$ cat src/rtl/hold_meas.sv
// hold_meas: measures the length of every high pulse on g_in (in clock cycles),
// records whether f_in was seen high during the pulse, and queues one record per
// completed pulse in a small first-word-fall-through FIFO read via valid/ready.
// Optional build macro: HOLD_MEAS_TIMEOUT_EN -- when defined, a pulse whose
// length counter saturates is recorded immediately and the rest of the pulse is
// ignored; when undefined the counter holds and the record is emitted at the
// falling edge of the pulse.
module hold_meas #(
    parameter int CNT_W = 8,
    parameter int DEPTH = 4   // power of two, minimum 2
) (
    input  logic             clk,
    input  logic             rst,
    input  logic             g_in,
    input  logic             f_in,
    input  logic             clr,
    output logic             out_valid,
    input  logic             out_ready,
    output logic [CNT_W-1:0] out_len,
    output logic             out_flag,
    output logic             out_sat,
    output logic             overflow,
    output logic             busy
);

    localparam int PTR_W = $clog2(DEPTH);
    localparam int REC_W = CNT_W + 2;
    localparam logic [CNT_W-1:0] CNT_MAX  = '1;
    localparam logic [PTR_W:0]   FULL_CNT = (PTR_W + 1)'(DEPTH);

    typedef enum logic [1:0] {
        IDLE     = 2'd0,
        MEAS     = 2'd1,
        WAIT_LOW = 2'd2
    } state_t;

    // Input sampling
    logic g_q, g_d;
    logic f_q, f_d;
    // Marks that g_q holds a real sample of g_in rather than its reset value.
    logic g_vld_q, g_vld_d;

    // Measurement FSM
    state_t           state_q, state_d;
    logic [CNT_W-1:0] cnt_q, cnt_d;
    logic             flag_q, flag_d;
    logic             sat_q, sat_d;
    logic             busy_q, busy_d;
    logic             push;
    logic [REC_W-1:0] rec_d;

    // Record FIFO; each entry is {len, flag, sat}
    logic [REC_W-1:0] mem_q [DEPTH];
    logic [REC_W-1:0] mem_d [DEPTH];
    logic [PTR_W-1:0] wr_ptr_q, wr_ptr_d;
    logic [PTR_W-1:0] rd_ptr_q, rd_ptr_d;
    logic [PTR_W:0]   count_q, count_d;
    logic             overflow_q, overflow_d;
    logic             pop;
    logic             full;
    logic             push_ok;
    logic [REC_W-1:0] head;

    // Next values of the input sample registers
    always_comb begin
        g_d     = g_in;
        f_d     = f_in;
        g_vld_d = 1'b1;
    end

    // Input sample registers; g_vld_q keeps the FSM from treating the reset
    // value of g_q as a genuine low sample of a pulse held through reset.
    always_ff @(posedge clk or posedge rst) begin
        if (rst) begin
            g_q     <= 1'b0;
            f_q     <= 1'b0;
            g_vld_q <= 1'b0;
        end else begin
            g_q     <= g_d;
            f_q     <= f_d;
            g_vld_q <= g_vld_d;
        end
    end

    // FSM next state, pulse counter and record generation; clr wins over a push
    always_comb begin
        state_d = state_q;
        cnt_d   = cnt_q;
        flag_d  = flag_q;
        sat_d   = sat_q;
        push    = 1'b0;
        rec_d   = {cnt_q, flag_q, sat_q};
        case (state_q)
            WAIT_LOW: begin
                if (g_vld_q && !g_q) begin
                    state_d = IDLE;
                end
            end
            IDLE: begin
                if (g_q) begin
                    state_d = MEAS;
                    cnt_d   = CNT_W'(1);
                    flag_d  = f_q;
                    sat_d   = 1'b0;
                end
            end
            MEAS: begin
                if (g_q) begin
                    flag_d = flag_q | f_q;
                    if (cnt_q == CNT_MAX) begin
                        sat_d = 1'b1;
`ifdef HOLD_MEAS_TIMEOUT_EN
                        // Emit the saturated record now and ignore the tail.
                        push    = 1'b1;
                        rec_d   = {CNT_MAX, flag_q | f_q, 1'b1};
                        state_d = WAIT_LOW;
`else
`endif
                    end else begin
                        cnt_d = cnt_q + CNT_W'(1);
                    end
                end else begin
                    push    = 1'b1;
                    state_d = IDLE;
                end
            end
            default: begin
                state_d = WAIT_LOW;
            end
        endcase
        if (clr) begin
            state_d = WAIT_LOW;
            push    = 1'b0;
        end
    end

    // busy is registered from the next state so it tracks state_q == MEAS
    always_comb begin
        busy_d = (state_d == MEAS);
    end

    // FSM and measurement registers
    always_ff @(posedge clk or posedge rst) begin
        if (rst) begin
            state_q <= WAIT_LOW;
            cnt_q   <= '0;
            flag_q  <= 1'b0;
            sat_q   <= 1'b0;
            busy_q  <= 1'b0;
        end else begin
            state_q <= state_d;
            cnt_q   <= cnt_d;
            flag_q  <= flag_d;
            sat_q   <= sat_d;
            busy_q  <= busy_d;
        end
    end

    // FIFO control: a full FIFO still accepts a push when the head pops in the
    // same cycle; otherwise a push on full is dropped and flagged.
    always_comb begin
        pop        = out_valid && out_ready;
        full       = (count_q == FULL_CNT);
        push_ok    = push && (!full || pop);
        mem_d      = mem_q;
        wr_ptr_d   = wr_ptr_q;
        rd_ptr_d   = rd_ptr_q;
        count_d    = count_q;
        overflow_d = overflow_q;
        if (push_ok) begin
            mem_d[wr_ptr_q] = rec_d;
            wr_ptr_d        = wr_ptr_q + PTR_W'(1);
        end
        if (pop) begin
            rd_ptr_d = rd_ptr_q + PTR_W'(1);
        end
        if (push_ok && !pop) begin
            count_d = count_q + (PTR_W + 1)'(1);
        end else if (!push_ok && pop) begin
            count_d = count_q - (PTR_W + 1)'(1);
        end
        if (push && !push_ok) begin
            overflow_d = 1'b1;
        end
        if (clr) begin
            wr_ptr_d   = '0;
            rd_ptr_d   = '0;
            count_d    = '0;
            overflow_d = 1'b0;
        end
    end

    // FIFO storage and pointer registers
    always_ff @(posedge clk or posedge rst) begin
        if (rst) begin
            for (int i = 0; i < DEPTH; i++) begin
                mem_q[i] <= '0;
            end
            wr_ptr_q   <= '0;
            rd_ptr_q   <= '0;
            count_q    <= '0;
            overflow_q <= 1'b0;
        end else begin
            mem_q      <= mem_d;
            wr_ptr_q   <= wr_ptr_d;
            rd_ptr_q   <= rd_ptr_d;
            count_q    <= count_d;
            overflow_q <= overflow_d;
        end
    end

    // Head record falls through; fields read as zero while the FIFO is empty
    always_comb begin
        out_valid = (count_q != '0);
        head      = mem_q[rd_ptr_q];
        out_len   = out_valid ? head[REC_W-1:2] : '0;
        out_flag  = out_valid ? head[1] : 1'b0;
        out_sat   = out_valid ? head[0] : 1'b0;
        overflow  = overflow_q;
        busy      = busy_q;
    end

endmodule
$ cat config.mk
export PLATFORM = sky130hd
export DESIGN_NAME = hold_meas
export DESIGN_NICKNAME = d
export VERILOG_FILES = /design/src/rtl/hold_meas.sv
export SDC_FILE = /design/constraint.sdc
export NUM_CORES = 1
export LEC_CHECK = 0
export CAP_MARGIN = 20
export CORE_AREA = 2 2 76 78
export DETAILED_ROUTE_END_ITERATION = 6
export DIE_AREA = 0 0 78 80
export PLACE_DENSITY = 0.73
export REMOVE_ABC_BUFFERS = 1
export SYNTH_ARGS = -nofsm -noshare
export SYNTH_HDL_FRONTEND = slang
export SYNTH_SLANG_ARGS = --single-unit
$ cat constraint.sdc
create_clock -name clk -period 3.2 [get_ports clk]
set_clock_uncertainty 0.15 [all_clocks]
set_input_delay 0.64 -clock clk [delete_from_list [all_inputs] [get_ports clk]]
set_output_delay 0.64 -clock clk [all_outputs]
set_load 0.1 [all_outputs]
## Word-level counts from Yosys, hierarchy flattened

Index checks and enable logic that the tools add are counted.

- Input bits: 6
- Logic and storage cells: 95
- Register bits after elaboration: 64
- Output and inout bits: 13

- Order comparisons: 3
- Add/subtract/negate cells: 5
- Muxes and demuxes: 37
- Bitwise logic cells: 3
- Reduce and logical (&&, ||, !) cells: 22
- Equality and inequality tests: 9

Operators by type and width:

| kind | count |
|---|---|
| bitwise mux 40 bit | 1 |
| two-way mux 8 bit | 4 |
| two-way mux 10 bit | 3 |
| binary-select mux 10 bit (select 2 bit) | 1 |
| demux 10 bit (select 2 bit) | 1 |
| two-way mux 2 bit | 8 |
| case mux 8 bit (2 select lines) | 1 |
| two-way mux 1 bit | 12 |
| two-way mux 3 bit | 3 |
| adder 8 x 1 -> 8 bit, second input constant | 1 |
| equality test 8 bit, second input constant | 1 |
| != test 2 bit, second input constant | 4 |
| AND reduction 4 bit | 2 |
| nonzero test 2 bit | 4 |
| logical AND 1 bit | 7 |
| >= comparator 3 bit, second input constant | 2 |
| NOT 2 -> 3 bit | 2 |
| case mux 2 bit (3 select lines) | 1 |
| nonzero test 3 bit | 2 |
| adder 2 x 1 -> 2 bit, second input constant | 2 |
| equality test 2 x 1 -> 1 bit, second input constant | 2 |
| zero test 1 bit | 4 |
| case mux 1 bit (2 select lines) | 2 |
| adder 3 x 1 -> 3 bit, second input constant | 1 |
| 8 further kinds | 8 |

## Depth between registers and ports, before layout

- Depth after elaboration: 9
- Gate-level depth with buffers: 8
- Mapped depth without buffers: 8

## Worst setup path before layout

OpenSTA, ideal clock, no wires.

- Kind: flip-flop to output port
- Start point: register count_q[2]
- End point: output port out_len[0]
- Stages on the path, launching flop included: 4
- Arrival time: 2.458 ns
- Slack: -0.048 ns
- Required time: 2.410 ns
- Path buffers: 1
- Path through: dfrtp_1 or3_1 clkbuf_1 and2_1

- Word-level cells in the longest chain between the ends: 2

RTL lines:

| item | line | RTL |
|---|---|---|
| from (decl) | 57 | `logic [PTR_W:0] count_q, count_d;` |
| from (signal assigned) | 207 | `count_q <= count_d;` |
| nonzero test 3 bit | 214 | `out_valid = (count_q != '0);` |
| via out_valid | 17 | `output logic out_valid,` |
| two-way mux 8 bit | 216 | `out_len = out_valid ? head[REC_W-1:2] : '0;` |
| to (decl) | 19 | `output logic [CNT_W-1:0] out_len,` |

The timed path passes the listed nets, and every way through them passes these cells.

## Final worst setup path

- Start point: register count_q[2]
- End point: output port out_len[7]

- Word-level cells in the longest chain between the ends: 2

RTL lines:

| item | line |
|---|---|
| nonzero test 3 bit | 214 |
| two-way mux 8 bit | 216 |

No other way between the ends.

==> impl_metrics.json <==
{
  "slowest_delay_ps": 580,
  "powerDensity_nw_per_um2": 560,
  "route.detailed.drc": 0,
  "max_slew.worst_pin.slew_ps": 595,
  "cts.path.max_buffers": 2,
  "die_w_um": 78,
  "synth-warning-count": 0,
  "async_reset_ff_frac": 1.00,
  "synth_cells": 224,
  "peakVddDrop_mv": 0.391,
  "cts_hold_buffers": 0,
  "nNetsFinal": 265,
  "core_area_um2": 5410,
  "dp_hpwl_um": 3650,
  "clock-root-buffer": "clkbuf_8",
  "vias": 1880,
  "setup_viol": 0,
  "post_cts_buffers": 0,
  "synth_seq_cells": 64,
  "hold_violations": 0,
  "end_kind": "output port",
  "grt_max_degree": 57,
  "holdWs_ps": 346,
  "post_drt_wl_per_cell_um": 16.8,
  "initial_utilization": 0.557,
  "place_ws_ps": 302,
  "synthFlopType": "dfrtp_1",
  "portBuffers": 18,
  "p_leak_nw": 1.69,
  "grt_pass1_wl_um": 9240,
  "grtUsageTotal": 0.200,
  "via_per_inst": 5.71,
  "finalCriticalPeriod_ps": 2660,
  "yosysUniqueCellTypes": 41,
  "pin_count": 19,
  "clock.fmax_ghz": 0.375,
  "clk_pin_slew_worst_paths_ps": 70,
  "placementRows": 27,
  "synth_area_um2": 3010,
  "yosysSeqAreaShare": 0.532,
  "insertion_delay_ps": 340,
  "crit_type": "flop to output port",
  "numCtsBuffers": 9,
  "finalWirelength_um": 5530,
  "h-tree-depth": 3,
  "hp-class": "flop to flop",
  "cp_cell_sequence": "or3_1 -> and2_1 -> buf_4",
  "crit_fanout": 13,
  "cp-start-kind": "flop",
  "reg2reg_slack_ps": 640,
  "maxCapViolCount": 0,
  "crit_required_ps": 2410,
  "finalMaxSlewViolations": 0,
  "firstDrtPassIters": 4,
  "synth_edf_count": 0,
  "setup_slack_ps": 537,
  "drive_gt1_frac": 0.370,
  "grt-ovfl-total": 0,
  "avgSynthCellArea_um2": 13.4,
  "rsz0062_at_grt": "false",
  "cts_tree": "done",
  "period_share": 0.832,
  "diodes": 0,
  "grt_antenna_before_repair": 0,
  "first_global_vias": 1832,
  "worst-path-buf-inv": 1,
  "gp_congestion": 0.801,
  "drt_iter0_drc": 93,
  "postRouteAntennaNets": 0,
  "status": "finished, final reports clean",
  "cp_slowest_cell": "or3_1",
  "fin_setup_tns_ps": 0,
  "syn2layout_area_growth_pct": 15.9,
  "die_area_um2": 6240,
  "slew_headroom": 0.601,
  "post_cts_resized": 0,
  "fill_cells": 410,
  "cts.sinks": 64,
  "cp_top_family": "simple AND/OR/NAND/NOR gates",
  "worst_ep_arrival_time_ps": 1870,
  "fp.dieH_um": 80
}
-- through the flow --
step                cell area (µm²)  utilization  power [mW]  instances
floorplan                      2990            -        1.16        218
global placement               3280        0.607        1.26        314
detailed placement             3280        0.607        1.26        314
CTS                            3490        0.645        1.97        329
global route                   3490        0.645        2.04        329
finish                         3490        0.645        1.95        329
-- cells in the final DEF (no fill, tap or decap), types with 7 or more instances in the layout --
master / synthesis / layout
dfrtp_1: 63 / 63
mux2_2: 44 / 44
buf_4: 0 / 18
nor2_1: 14 / 14
clkbuf_8: 0 / 12
and2_1: 11 / 11
mux4_2: 10 / 10
nand2_1: 8 / 8
inv_1: 8 / 7
-- sequential cells by signal, indices dropped and copies added (netlist names), 2 cells and up --
name      cells
rd_ptr_q      2
cnt_q         8
wr_ptr_q      2
state_q       2
mem_q        40
count_q       3
-- synthesized netlist by cell type, types with 2 or more instances --
library cell,count,area share
dfrtp_1,63,0.52
mux2_2,44,0.16
nor2_1,14,0.017
and2_1,11,0.023
mux4_2,10,0.075
inv_1,8,0.010
nand2_1,8,0.010
clkbuf_1,5,0.0062
ha_1,5,0.021
or3_1,5,0.010
a21oi_1,4,0.0067
o31ai_1,4,0.010
nand2_4,3,0.011
o211ai_1,3,0.0075
o21ai_0,3,0.0050
xor2_1,3,0.0087
a31oi_1,2,0.0042
nand2b_1,2,0.0042
nand3_1,2,0.0033
nand4_1,2,0.0042
nor2b_1,2,0.0042
or4_1,2,0.0050
-- worst register-to-register path, delay by kind of cell, from the launching register on --
family	cells	cell delay [ps]
adders and majority gates	1	400
AOI/OAI and AO/OA	2	300
and+or+nand+nor	3	1020
muxes	1	160
DFF	1	410
-- metal layers --
layer / track usage / wire [µm] / up-vias
met5: 0 / 0 / -
met4: 0.100 / 99 / 0
met3: 0.0407 / 185 / 10
met2: 0.320 / 2750 / 52
met1: 0.260 / 2490 / 947
li1: - / - / 871
-- power breakdown --
group / internal [mW] / switching [mW]
combinational: 0.121 / 0.237
sequential: 0.841 / 0.0448
clock: 0.420 / 0.289
-- logic make-up (layout without fill, tap and decap cells) --
logic type      after synthesis  after routing  synth area share
compound gates               24             24            0.0594
xor+xnor                      3              3           0.00873
fa+ha+maj                     6              6            0.0274
buf+inv                      14             47            0.0179
flops                        64             64             0.532
mux                          55             55             0.243
other cells                   1              1           0.00125
simple gates                 57             57             0.110
-- final cells by class --
| type | count | area [µm²] | share of cell area |
|---|---|---|---|
| clock inverters | 2 | 37.5 | 0.0108 |
| repair buffers | 24 | 205 | 0.0588 |
| well taps | 72 | 90.1 | 0.0258 |
| flip-flops and latches | 64 | 1600 | 0.459 |
| multi-input cells | 146 | 1350 | 0.388 |
| inverters | 8 | 30.0 | 0.00861 |
| clock buffers | 13 | 169 | 0.0484 |
-- worst paths after layout --
path | cells past startpoint | start | to
min reg2reg | 1 | f_q$_DFF_PP0_ | flag_q$_DFFE_PP0P_
min in group asynchronous | 2 | rst | g_vld_q$_DFF_PP0_
max in group asynchronous | 3 | rst | cnt_q[0]$_DFFE_PP0P_
max reg2reg | 7 | count_q[0]$_DFFE_PP0P_ | count_q[2]$_DFFE_PP0P_
min | 1 | f_q$_DFF_PP0_ | flag_q$_DFFE_PP0P_
max | 3 | count_q[2]$_DFFE_PP0P_ | out_len[7]
Power figures use the tool's default switching activity.
